<file path="src/rtl/clk_div_pkg.sv">
`default_nettype none
// ============================================================================
//  Module      : clk_div_pkg
//  Description : Shared constants for the multi-channel clock divider.
//  Revision    : 1.0  initial release
// ============================================================================
package clk_div_pkg;

   // Smallest divisor a channel accepts; N=1 would leave no low phase
   localparam int unsigned MIN_DIV     = 2;
   // Default divisor width and reset divisor
   localparam int unsigned DEF_DW      = 16;
   localparam int unsigned DEF_DIVISOR = 100;
   // Width of the channel index on the configuration port (up to 8 channels)
   localparam int unsigned CH_IDX_W    = 3;

endpackage : clk_div_pkg
`default_nettype wire

</file>
<file path="src/rtl/clk_div_ch.sv">
`default_nettype none
// ============================================================================
//  Module      : clk_div_ch
//  Description : One divider channel: active/shadow divisor, down-counter,
//                registered tick strobe and square-wave output.
//  Revision    : 1.0  initial release
// ============================================================================
module clk_div_ch
   import clk_div_pkg::*;
#(
   parameter int unsigned DW      = DEF_DW,
   parameter int unsigned DEF_DIV = DEF_DIVISOR
) (
   input  logic          clk_i,
   input  logic          rst_n_i,
   input  logic          en_i,
   input  logic          sync_i,
   input  logic          wr_i,
   input  logic [DW-1:0] div_i,
   output logic          pending_o,
   output logic          tick_o,
   output logic          sq_o
);

   localparam logic [DW-1:0] c_rst_div = DW'(DEF_DIV);
   localparam logic [DW-1:0] c_one     = DW'(1);

   logic [DW-1:0] a_q, a_d;
   logic [DW-1:0] s_q, s_d;
   logic [DW-1:0] cnt_q, cnt_d;
   logic          pend_q, pend_d;
   logic          tick_q, tick_d;
   logic          sq_q, sq_d;
   logic          w_tc;
   logic          w_reload;

   // Next-state: divisor hand-over happens only at a period boundary (terminal
   // count or sync) or while idle, so a running period is never cut short.
   always_comb begin
      a_d      = a_q;
      s_d      = s_q;
      pend_d   = pend_q;
      cnt_d    = cnt_q;
      w_tc     = en_i && (cnt_q == '0);
      w_reload = en_i && (w_tc || sync_i);

      if (wr_i) begin
         s_d    = div_i;
         pend_d = 1'b1;
      end

      if (w_reload) begin
         // A write landing on the reload cycle is taken directly (bypass)
         if (wr_i) begin
            a_d = div_i;
         end else if (pend_q) begin
            a_d = s_q;
         end
         pend_d = 1'b0;
         cnt_d  = a_d - c_one;
      end else if (!en_i) begin
         if (pend_q && !wr_i) begin
            a_d    = s_q;
            pend_d = 1'b0;
         end
         cnt_d = a_d - c_one;
      end else begin
         cnt_d = cnt_q - c_one;
      end

      tick_d = w_tc;
      // High for the upper half of the count: ceil(A/2) high, floor(A/2) low
      sq_d   = en_i && (cnt_d >= (a_d >> 1));
   end

   // State register with synchronous active-low reset
   always_ff @(posedge clk_i) begin
      if (!rst_n_i) begin
         a_q    <= c_rst_div;
         s_q    <= c_rst_div;
         cnt_q  <= c_rst_div - c_one;
         pend_q <= 1'b0;
         tick_q <= 1'b0;
         sq_q   <= 1'b0;
      end else begin
         a_q    <= a_d;
         s_q    <= s_d;
         cnt_q  <= cnt_d;
         pend_q <= pend_d;
         tick_q <= tick_d;
         sq_q   <= sq_d;
      end
   end

   assign pending_o = pend_q;
   assign tick_o    = tick_q;
   assign sq_o      = sq_q;

endmodule : clk_div_ch
`default_nettype wire

</file>
<file path="src/rtl/clk_div_multi.sv">
`default_nettype none
// ============================================================================
//  Module      : clk_div_multi
//  Description : NCH independent programmable clock dividers sharing one
//                configuration port and a common phase-align pulse.
//  Revision    : 1.0  initial release
// ============================================================================
module clk_div_multi
   import clk_div_pkg::*;
#(
   parameter int unsigned NCH     = 2,
   parameter int unsigned DW      = DEF_DW,
   parameter int unsigned DEF_DIV = DEF_DIVISOR
) (
   input  logic                sys_clk,
   input  logic                sys_rst_n,
   input  logic [NCH-1:0]      en,
   input  logic                sync,
   input  logic                cfg_wr,
   input  logic [CH_IDX_W-1:0] cfg_ch,
   input  logic [DW-1:0]       cfg_div,
   output logic                cfg_err,
   output logic [NCH-1:0]      pending,
   output logic [NCH-1:0]      tick,
   output logic [NCH-1:0]      sq
);

   localparam int unsigned c_cmp_w = CH_IDX_W + 1;

   logic w_ch_ok;
   logic w_div_ok;
   logic w_wr_ok;
   logic w_wr_bad;
   logic cfg_err_q;

   // Extra index bit so NCH=8 compares correctly
   assign w_ch_ok  = ({1'b0, cfg_ch} < c_cmp_w'(NCH));
   assign w_div_ok = (cfg_div >= DW'(MIN_DIV));
   assign w_wr_ok  = cfg_wr && w_ch_ok && w_div_ok;
   assign w_wr_bad = cfg_wr && !(w_ch_ok && w_div_ok);

   // Rejected writes raise a single-cycle error pulse on the following cycle
   always_ff @(posedge sys_clk) begin
      if (!sys_rst_n) begin
         cfg_err_q <= 1'b0;
      end else begin
         cfg_err_q <= w_wr_bad;
      end
   end

   assign cfg_err = cfg_err_q;

   for (genvar i = 0; i < NCH; i++) begin : g_ch
      clk_div_ch #(
         .DW      (DW),
         .DEF_DIV (DEF_DIV)
      ) u_ch (
         .clk_i     (sys_clk),
         .rst_n_i   (sys_rst_n),
         .en_i      (en[i]),
         .sync_i    (sync),
         .wr_i      (w_wr_ok && (cfg_ch == CH_IDX_W'(i))),
         .div_i     (cfg_div),
         .pending_o (pending[i]),
         .tick_o    (tick[i]),
         .sq_o      (sq[i])
      );
   end : g_ch

endmodule : clk_div_multi
`default_nettype wire

</file>
<file path="config.mk">
export PLATFORM = sky130hd
export DESIGN_NAME = clk_div_multi
export DESIGN_NICKNAME = d
export VERILOG_FILES = /design/src/rtl/clk_div_pkg.sv /design/src/rtl/clk_div_ch.sv /design/src/rtl/clk_div_multi.sv
export SDC_FILE = /design/constraint.sdc
export NUM_CORES = 1
export LEC_CHECK = 0
export BUFFER_PORTS_ARGS = -buffer_cell sky130_fd_sc_hd__buf_2
export CORE_UTILIZATION = 35
export CTS_CLUSTER_DIAMETER = 100
export DETAILED_ROUTE_END_ITERATION = 10
export GPL_ROUTABILITY_DRIVEN = 0
export GPL_TIMING_DRIVEN = 0
export PLACE_DENSITY_LB_ADDON = 0.2
export SLEW_MARGIN = 10
export SYNTH_ARGS = -nofsm -noshare
export SYNTH_HDL_FRONTEND = slang
export SYNTH_SLANG_ARGS = --single-unit
</file>
<file path="constraint.sdc">
create_clock -name sys_clk -period 6.9 [get_ports sys_clk]
set_input_delay 1.725 -clock sys_clk [delete_from_list [all_inputs] [get_ports sys_clk]]
set_output_delay 1.725 -clock sys_clk [all_outputs]
set_load 0.05 [all_outputs]
</file>
==> results of run 1 <==
## repair_timing
item                                    in CTS  in global routing
endpoints found under the setup margin       0                  1
resized for setup                            0                  2
hold buffers                                 0                  0
## final cells by class
cell class / count / area, um^2
Fill cell: 2186 / 12260
Tap cell: 270 / 337.8
Buffer: 75 / 367.9
Clock buffer: 13 / 260.3
Clock inverter: 3 / 65.06
Multi-Input combinational cell: 762 / 4833
Inverter: 24 / 90.09
Timing Repair Buffer: 30 / 150.1
Sequential cell: 103 / 2062
## critical path: stages
cell                        delay (ns)
sky130_fd_sc_hd__buf_2            0.09
sky130_fd_sc_hd__clkbuf_1         0.54
sky130_fd_sc_hd__inv_1            0.33
sky130_fd_sc_hd__o21ai_0          0.29
sky130_fd_sc_hd__clkbuf_1         0.50
sky130_fd_sc_hd__nand2_1          0.36
sky130_fd_sc_hd__o32ai_1          0.54
sky130_fd_sc_hd__inv_1            0.10
sky130_fd_sc_hd__ha_1             0.22
sky130_fd_sc_hd__inv_1            0.06
sky130_fd_sc_hd__a2111o_1         0.17
sky130_fd_sc_hd__nor2_1           0.15
sky130_fd_sc_hd__xnor2_1          0.19
sky130_fd_sc_hd__ha_1             0.23
sky130_fd_sc_hd__a2111oi_0        0.33
sky130_fd_sc_hd__o21ai_0          0.24
sky130_fd_sc_hd__a41o_1           0.26
sky130_fd_sc_hd__a31oi_1          0.19
sky130_fd_sc_hd__a311oi_1         0.10
## layer usage
metal,vias to the layer above,share of wire
met2,280,0.44
met3,38,0.062
met5,-,0
li1,3639,-
met1,3715,0.48
met4,0,0.020
## final timing paths
kind                          start              endpoint  slack (ns)  cells after the start
max                            sync     g_ch[0].u_ch.sq_o        0.50                     19
min            g_ch[0].u_ch.s_q[15]  g_ch[0].u_ch.s_q[15]        0.48                      2
max reg2reg  g_ch[0].u_ch.pending_o     g_ch[0].u_ch.sq_o        1.47                     21
min reg2reg    g_ch[0].u_ch.s_q[15]  g_ch[0].u_ch.s_q[15]        0.48                      2
## Yosys cell counts (8+ instances only)
| master | n | share of area |
|---|---|---|
| sky130_fd_sc_hd__nand3_1 | 21 | 0.014 |
| sky130_fd_sc_hd__o211ai_1 | 34 | 0.035 |
| sky130_fd_sc_hd__or3_1 | 11 | 0.0094 |
| sky130_fd_sc_hd__nand2_1 | 144 | 0.074 |
| sky130_fd_sc_hd__mux2i_1 | 35 | 0.048 |
| sky130_fd_sc_hd__nor3_1 | 31 | 0.021 |
| sky130_fd_sc_hd__o21ai_0 | 54 | 0.037 |
| sky130_fd_sc_hd__xor2_1 | 11 | 0.013 |
| sky130_fd_sc_hd__a21oi_1 | 87 | 0.059 |
| sky130_fd_sc_hd__xnor2_1 | 11 | 0.013 |
| sky130_fd_sc_hd__and3_1 | 9 | 0.0077 |
| sky130_fd_sc_hd__o21a_1 | 9 | 0.0092 |
| sky130_fd_sc_hd__o311ai_0 | 13 | 0.016 |
| sky130_fd_sc_hd__a311o_1 | 8 | 0.011 |
| sky130_fd_sc_hd__nor2_1 | 69 | 0.035 |
| sky130_fd_sc_hd__nor2b_1 | 11 | 0.0094 |
| sky130_fd_sc_hd__and2_1 | 19 | 0.016 |
| sky130_fd_sc_hd__a21o_1 | 12 | 0.012 |
| sky130_fd_sc_hd__a211oi_1 | 12 | 0.012 |
| sky130_fd_sc_hd__inv_1 | 23 | 0.012 |
| sky130_fd_sc_hd__ha_1 | 32 | 0.055 |
| sky130_fd_sc_hd__dfxtp_1 | 103 | 0.28 |
| sky130_fd_sc_hd__clkbuf_1 | 49 | 0.025 |
| sky130_fd_sc_hd__nor4_1 | 13 | 0.011 |
## registers in the layout (all words and copies together) (netlist names)
signal               count
g_ch.u_ch.cnt_q         32
g_ch.u_ch.a_q           32
cfg_err                  1
g_ch.u_ch.sq_o           2
g_ch.u_ch.s_q           32
g_ch.u_ch.tick_o         2
g_ch.u_ch.pending_o      2
## power by group
| group | internal (mW) | switching, mW | leakage, nW |
|---|---|---|---|
| logic | 0.139 | 0.235 | 2.06 |
| clock network | 0.338 | 0.246 | 0.160 |
| registers | 0.627 | 0.0260 | 0.844 |
## logic make-up (layout without fill, tap and decap cells)
logic type                 after synthesis  count (layout)  synth area share
muxes                                   43              43           0.05997
buffers and inverters                   99             145           0.06235
DFF                                    103             103            0.2807
xor gates and xnor gates                22              22           0.02623
and+or+nand+nor                        365             365            0.2375
adders and majority gates               32              32           0.05451
AOI/OAI and AO/OA                      300             300            0.2787
==> Flow_metrics.wiki, run 1 <==
{| class="wikitable"
! Metric !! Value
|-
| Area grow syn2layout || 11.19%
|-
| Pin count of the biggest net entering global routing || 16
|-
| Final-report setup violation count || 0
|-
| Ports placed on the boundary || 32
|-
| Share of synthesized flip-flops with an asynchronous set or reset || 0
|-
| Vias || 7672
|-
| Most frequent standard cell in the layout excluding fill and tap cells || sky130_fd_sc_hd__nand2_1
|-
| Ratio of routed vias to standard cells || 5.994
|-
| Inserted Diodes || 0
|-
| Remaining antenna violation count after routing || 0
|-
| Fin worst setup slack || 0.4984 ns
|-
| Clock-pin slew of the registers on the worst-case setup and hold paths || 0.07 ns
|-
| Maximum clock frequency || 156.2 MHz
|-
| Placed instance area || 7833 um^2
|-
| Std-Cell Core Area || 20430 um^2
|-
| PnR Total Power || 1.611 mW
|-
| TritonCTS clock tree || done
|-
| Result of the run || complete, no violations
|-
| Setup crit end kind || flip-flop
|-
| Worst slew margin || 0.3440
|-
| Distinct cell type count after synthesis || 76
|-
| Worst slack at placement || 0.001010 ns
|-
| Die height || 146.9 um
|-
| Setup repair after global routing missed its margin || no
|-
| Insertion delay to the later sink of the worst-skew pair || 0.36 ns
|-
| DP Cell Count || around 1300
|-
| Per-instance average area after synthesis || 7.619 um^2
|-
| Worst min path class || reg2reg
|-
| Max VDD drop || slightly above 0.09 mV
|-
| EDFF count, synth || 0
|-
| TNS Setup || 0 ns
|-
| First-pass GRT wire length || 40650 um
|-
| Non-filler cells in the finished layout || 1280
|-
| Core Rows || 52
|-
| Busiest layer in global routing || met2
|-
| Net count of the mapped netlist || 1021
|-
| Global routing usage on met2 || 0.3756
|-
| Die boundary width || 146.9 um
|-
| Wire length per cell || 20.70 um
|-
| Remaining global-route overflow || 0
|-
| Leading cell types in the layout, fill and taps excluded || sky130_fd_sc_hd__nand2_1, sky130_fd_sc_hd__dfxtp_1, sky130_fd_sc_hd__a21oi_1
|-
| Number of violations reported at the end of detailed-routing iteration 0 || a little under 900
|-
| DP HPWL || around 21000 um
|-
| Area enclosed by the die boundary || 21570 um^2
|-
| Maximum root-to-sink buffer count || 2
|-
| Post-Synthesis Cell Area || 7345 um^2
|-
| Crit Path Class || in2reg
|-
| Post-CTS setup buffer count || 0
|-
| Total of warnings raised by yosys || 0
|-
| Via count of the first global-routing pass || 6952
|-
| Count of state elements after synthesis || 103
|-
| Final number of max-transition violations || 0
|-
| Wire length after detailed routing || 26500 um
|-
| GR Layer Usage met1 || 0.3620
|-
| Actual slew at the worst max-slew pin || 0.9840 ns
|-
| Post-layout utilization of the core || 0.3997
|-
| Total of buffers placed on input and output ports || 30
|-
| Final worst clock skew || 0.006203 ns
|-
| Share of the clock period used by the worst path after layout || 0.9278
|-
| CP max FO || 10
|-
| DRC violations left || 0
|-
| Final layout net count || 1062
|-
| Static Leakage || about 3.1 nW
|-
| Launching element type of the critical path || primary input
|-
| Initial standard-cell utilization of the core || 0.3595
|-
| Arrival @ worst endpoint || 6.60 ns
|-
| Post-synth top flop || sky130_fd_sc_hd__dfxtp_1
|-
| Critical path data required time || 7.10 ns
|-
| Max-cap check violation count || 0
|-
| Total clock buffers created by CTS || 9
|-
| Instance count of the mapped netlist || a little under 1000
|-
| Global-route usage over all layers || 0.2458
|-
| Sequential element share of the synthesized area || 0.2807
|-
| Detailed-routing iteration count for the pre-antenna-repair pass || 5
|-
| Final hold violation count || 0
|-
| Met3 Usage GRT || 0.02050
|-
| Share of post-route cells with drive strength above 1 || 0.09406
|-
| Worst Hold Margin || 0.4770 ns
|-
| Cell at the root of the clock tree || sky130_fd_sc_hd__clkbuf_16
|-
| Minimum clock period || 6.402 ns
|-
| Initial antenna violation count || 0
|-
| CTS H-Tree Depth || 3
|-
| Power density over the cells || 197.2 nW/um^2
|-
| Total clock sinks || between 100 and 150
|-
| Final design instance area without fill || 8167 um^2
|}
No activity file was read; power rests on OpenSTA's default activity.
==> run 2: changes to the inputs <==
--- a/config.mk
+++ b/config.mk
@@ -6,7 +6,7 @@
 export NUM_CORES = 1
 export LEC_CHECK = 0
 export BUFFER_PORTS_ARGS = -buffer_cell sky130_fd_sc_hd__buf_2
-export CORE_UTILIZATION = 35
+export CORE_UTILIZATION = 55
 export CTS_CLUSTER_DIAMETER = 100
 export DETAILED_ROUTE_END_ITERATION = 10
 export GPL_ROUTABILITY_DRIVEN = 0
==> run 2 against run 1 <==
  * Global-route usage grew 11 points
  * Via count rose by 5.5%
  * Largest cell class unchanged
  * Cell count is 7.6% lower
  * Count of clock-buffer cells in the layout decreased by 2
  * Highest routed layer unchanged
==> Flow_metrics.wiki, run 2 (synthesized netlist as in run 1, its figures left out) <==
{| class="wikitable"
! Metric !! Value
|-
| DRC violations left || 0
|-
| Setup repair after global routing missed its margin || no
|-
| Worst slack at placement || around 0.057 ns
|-
| Number of violations reported at the end of detailed-routing iteration 0 || 1216
|-
| Max-cap check violation count || 0
|-
| Final-report setup violation count || 0
|-
| Total clock buffers created by CTS || 9
|-
| TNS Setup || 0 ns
|-
| Power density over the cells || slightly below 200 nW/um^2
|-
| Core Rows || 41
|-
| Leading cell types in the layout, fill and taps excluded || sky130_fd_sc_hd__nand2_1, sky130_fd_sc_hd__dfxtp_1, sky130_fd_sc_hd__a21oi_1
|-
| Post-CTS setup buffer count || 0
|-
| Final worst clock skew || roughly 0.013 ns
|-
| Crit Path Class || in2reg
|-
| Arrival @ worst endpoint || 6.78 ns
|-
| Top flop regs || g_ch.u_ch.a_q (32), g_ch.u_ch.cnt_q (32), g_ch.u_ch.s_q (32)
|-
| Clock-pin slew of the registers on the worst-case setup and hold paths || 0.07 ns
|-
| Worst Hold Margin || 0.4782 ns
|-
| Total clock sinks || about 100
|-
| Area grow syn2layout || 9.012%
|-
| Final hold violation count || 0
|-
| Setup crit end kind || flip-flop
|-
| Via count of the first global-routing pass || approximately 7500
|-
| Worst min path class || reg2reg
|-
| Minimum clock period || between 6 and 7 ns
|-
| Total of buffers placed on input and output ports || 30
|-
| Result of the run || complete, no violations
|-
| Pin count of the biggest net entering global routing || 17
|-
| Maximum clock frequency || approximately 150 MHz
|-
| Static Leakage || between 3 and 4 nW
|-
| Final number of max-transition violations || 0
|-
| TritonCTS clock tree || done
|-
| Fin worst setup slack || 0.3307 ns
|-
| Depth of the worst hold-timing path || 2
|-
| Vias || 8092
|-
| Share of the clock period used by the worst path after layout || 0.9521
|-
| Ratio of routed vias to standard cells || 6.840
|-
| First-pass GRT wire length || 38660 um
|-
| Wire length after detailed routing || 24800 um
|-
| Worst slew margin || 0.3676
|-
| Placed instance area || 7710 um^2
|-
| Busiest layer in global routing || met2
|-
| Critical path data required time || 7.11 ns
|-
| Launching element type of the critical path || primary input
|-
| Ports placed on the boundary || 32
|-
| PnR Total Power || approximately 1.5 mW
|-
| GR Layer Usage met1 || 0.4895
|-
| Std-Cell Core Area || 12820 um^2
|-
| Maximum root-to-sink buffer count || 2
|-
| Area enclosed by the die boundary || 13820 um^2
|-
| CTS H-Tree Depth || 3
|-
| Final design instance area without fill || 8006 um^2
|-
| Share of post-route cells with drive strength above 1 || 0.09604
|-
| Die boundary width || 117.6 um
|-
| Initial standard-cell utilization of the core || 0.5727
|-
| Initial antenna violation count || 0
|-
| Detailed-routing iteration count for the pre-antenna-repair pass || 6
|-
| Global-route usage over all layers || 0.3557
|-
| Remaining global-route overflow || 0
|-
| Max VDD drop || 0.1326 mV
|-
| Insertion delay to the later sink of the worst-skew pair || 0.37 ns
|-
| Die height || roughly 120 um
|-
| DP HPWL || 18510 um
|-
| Most frequent standard cell in the layout excluding fill and tap cells || sky130_fd_sc_hd__nand2_1
|-
| Met3 Usage GRT || 0.07703
|-
| Global routing usage on met2 || 0.5270
|-
| R2R cell count || 21
|-
| CP max FO || 10
|-
| Remaining antenna violation count after routing || 0
|-
| Final layout net count || 1062
|-
| Actual slew at the worst max-slew pin || 0.9486 ns
|-
| Wire length per cell || 20.96 um
|-
| Cell at the root of the clock tree || sky130_fd_sc_hd__clkbuf_16
|}
run 2: cell types whose count changed in the layout (fill, tap and decap cells not counted), sizes merged:
cell,change
bufinv,-2
clkbuf,-2
clkinv,+1
clkinvlp,+3
diode,+1
run 2: stage by stage:
| stage | cells | utilization |
|---|---|---|
| 4_1_cts | 1182 | 0.6234 |
| 3_3_place_gp | 1166 | 0.6012 |
| 2_1_floorplan | 964 | - |
| 5_1_grt | 1182 | 0.6241 |
| 6_report | 1183 | 0.6243 |
| 3_5_place_dp | 1166 | 0.6012 |
run 2: worst paths after layout:
path	startpoint	to	slack, ns
hold / removal	g_ch[0].u_ch.s_q[15]	g_ch[0].u_ch.s_q[15]	0.48
setup reg to reg	g_ch[0].u_ch.pending_o	g_ch[0].u_ch.sq_o	1.42
hold reg to reg	g_ch[0].u_ch.s_q[15]	g_ch[0].u_ch.s_q[15]	0.48
setup / recovery	sync	g_ch[0].u_ch.sq_o	0.33
run 2: power by group:
part / switching, mW / total (mW) / leakage, nW / internal [mW]
Combinational: 0.234 / 0.372 / 2.06 / 0.139
Sequential: 0.0260 / 0.653 / 0.844 / 0.627
Clock: 0.251 / 0.514 / 0.134 / 0.264
Total: 0.510 / 1.54 / 3.04 / 1.03
run 2: worst max-delay path: stages:
cell and delay (ns):
sky130_fd_sc_hd__buf_2 0.09, sky130_fd_sc_hd__clkbuf_1 0.54, sky130_fd_sc_hd__inv_1 0.33, sky130_fd_sc_hd__o21ai_0 0.30
sky130_fd_sc_hd__clkbuf_1 0.48, sky130_fd_sc_hd__nand2_1 0.34, sky130_fd_sc_hd__o32ai_1 0.62, sky130_fd_sc_hd__inv_1 0.10
sky130_fd_sc_hd__ha_1 0.23, sky130_fd_sc_hd__inv_1 0.06, sky130_fd_sc_hd__a2111o_1 0.17, sky130_fd_sc_hd__nor2_1 0.15
sky130_fd_sc_hd__xnor2_1 0.18, sky130_fd_sc_hd__ha_1 0.22, sky130_fd_sc_hd__a2111oi_0 0.41, sky130_fd_sc_hd__o21ai_0 0.23
sky130_fd_sc_hd__a41o_1 0.26, sky130_fd_sc_hd__a31oi_1 0.20, sky130_fd_sc_hd__a311oi_1 0.11
run 2: area by class of cell:
type	instances	area, um^2
inverter	24	90.09
timing repair buffer	30	150.1
clock inverter	5	32.53
sequential	103	2062
tap	172	215.2
fill	1254	4818
antenna	1	2.502
clock buffer	11	252.7
buffer	75	367.9
multi-input combinational	762	4833
run 2: metal layers:
metal	share of wire	wire length, um
met1	0.41	10250
met2	0.42	10370
met3	0.13	3158
met4	0.041	1020
met5	0	0
run 2: timing repair:
action | in CTS | in global routing
setup endpoints to repair | 0 | 1
hold buffers | 0 | 0
gates resized for setup | 0 | 2
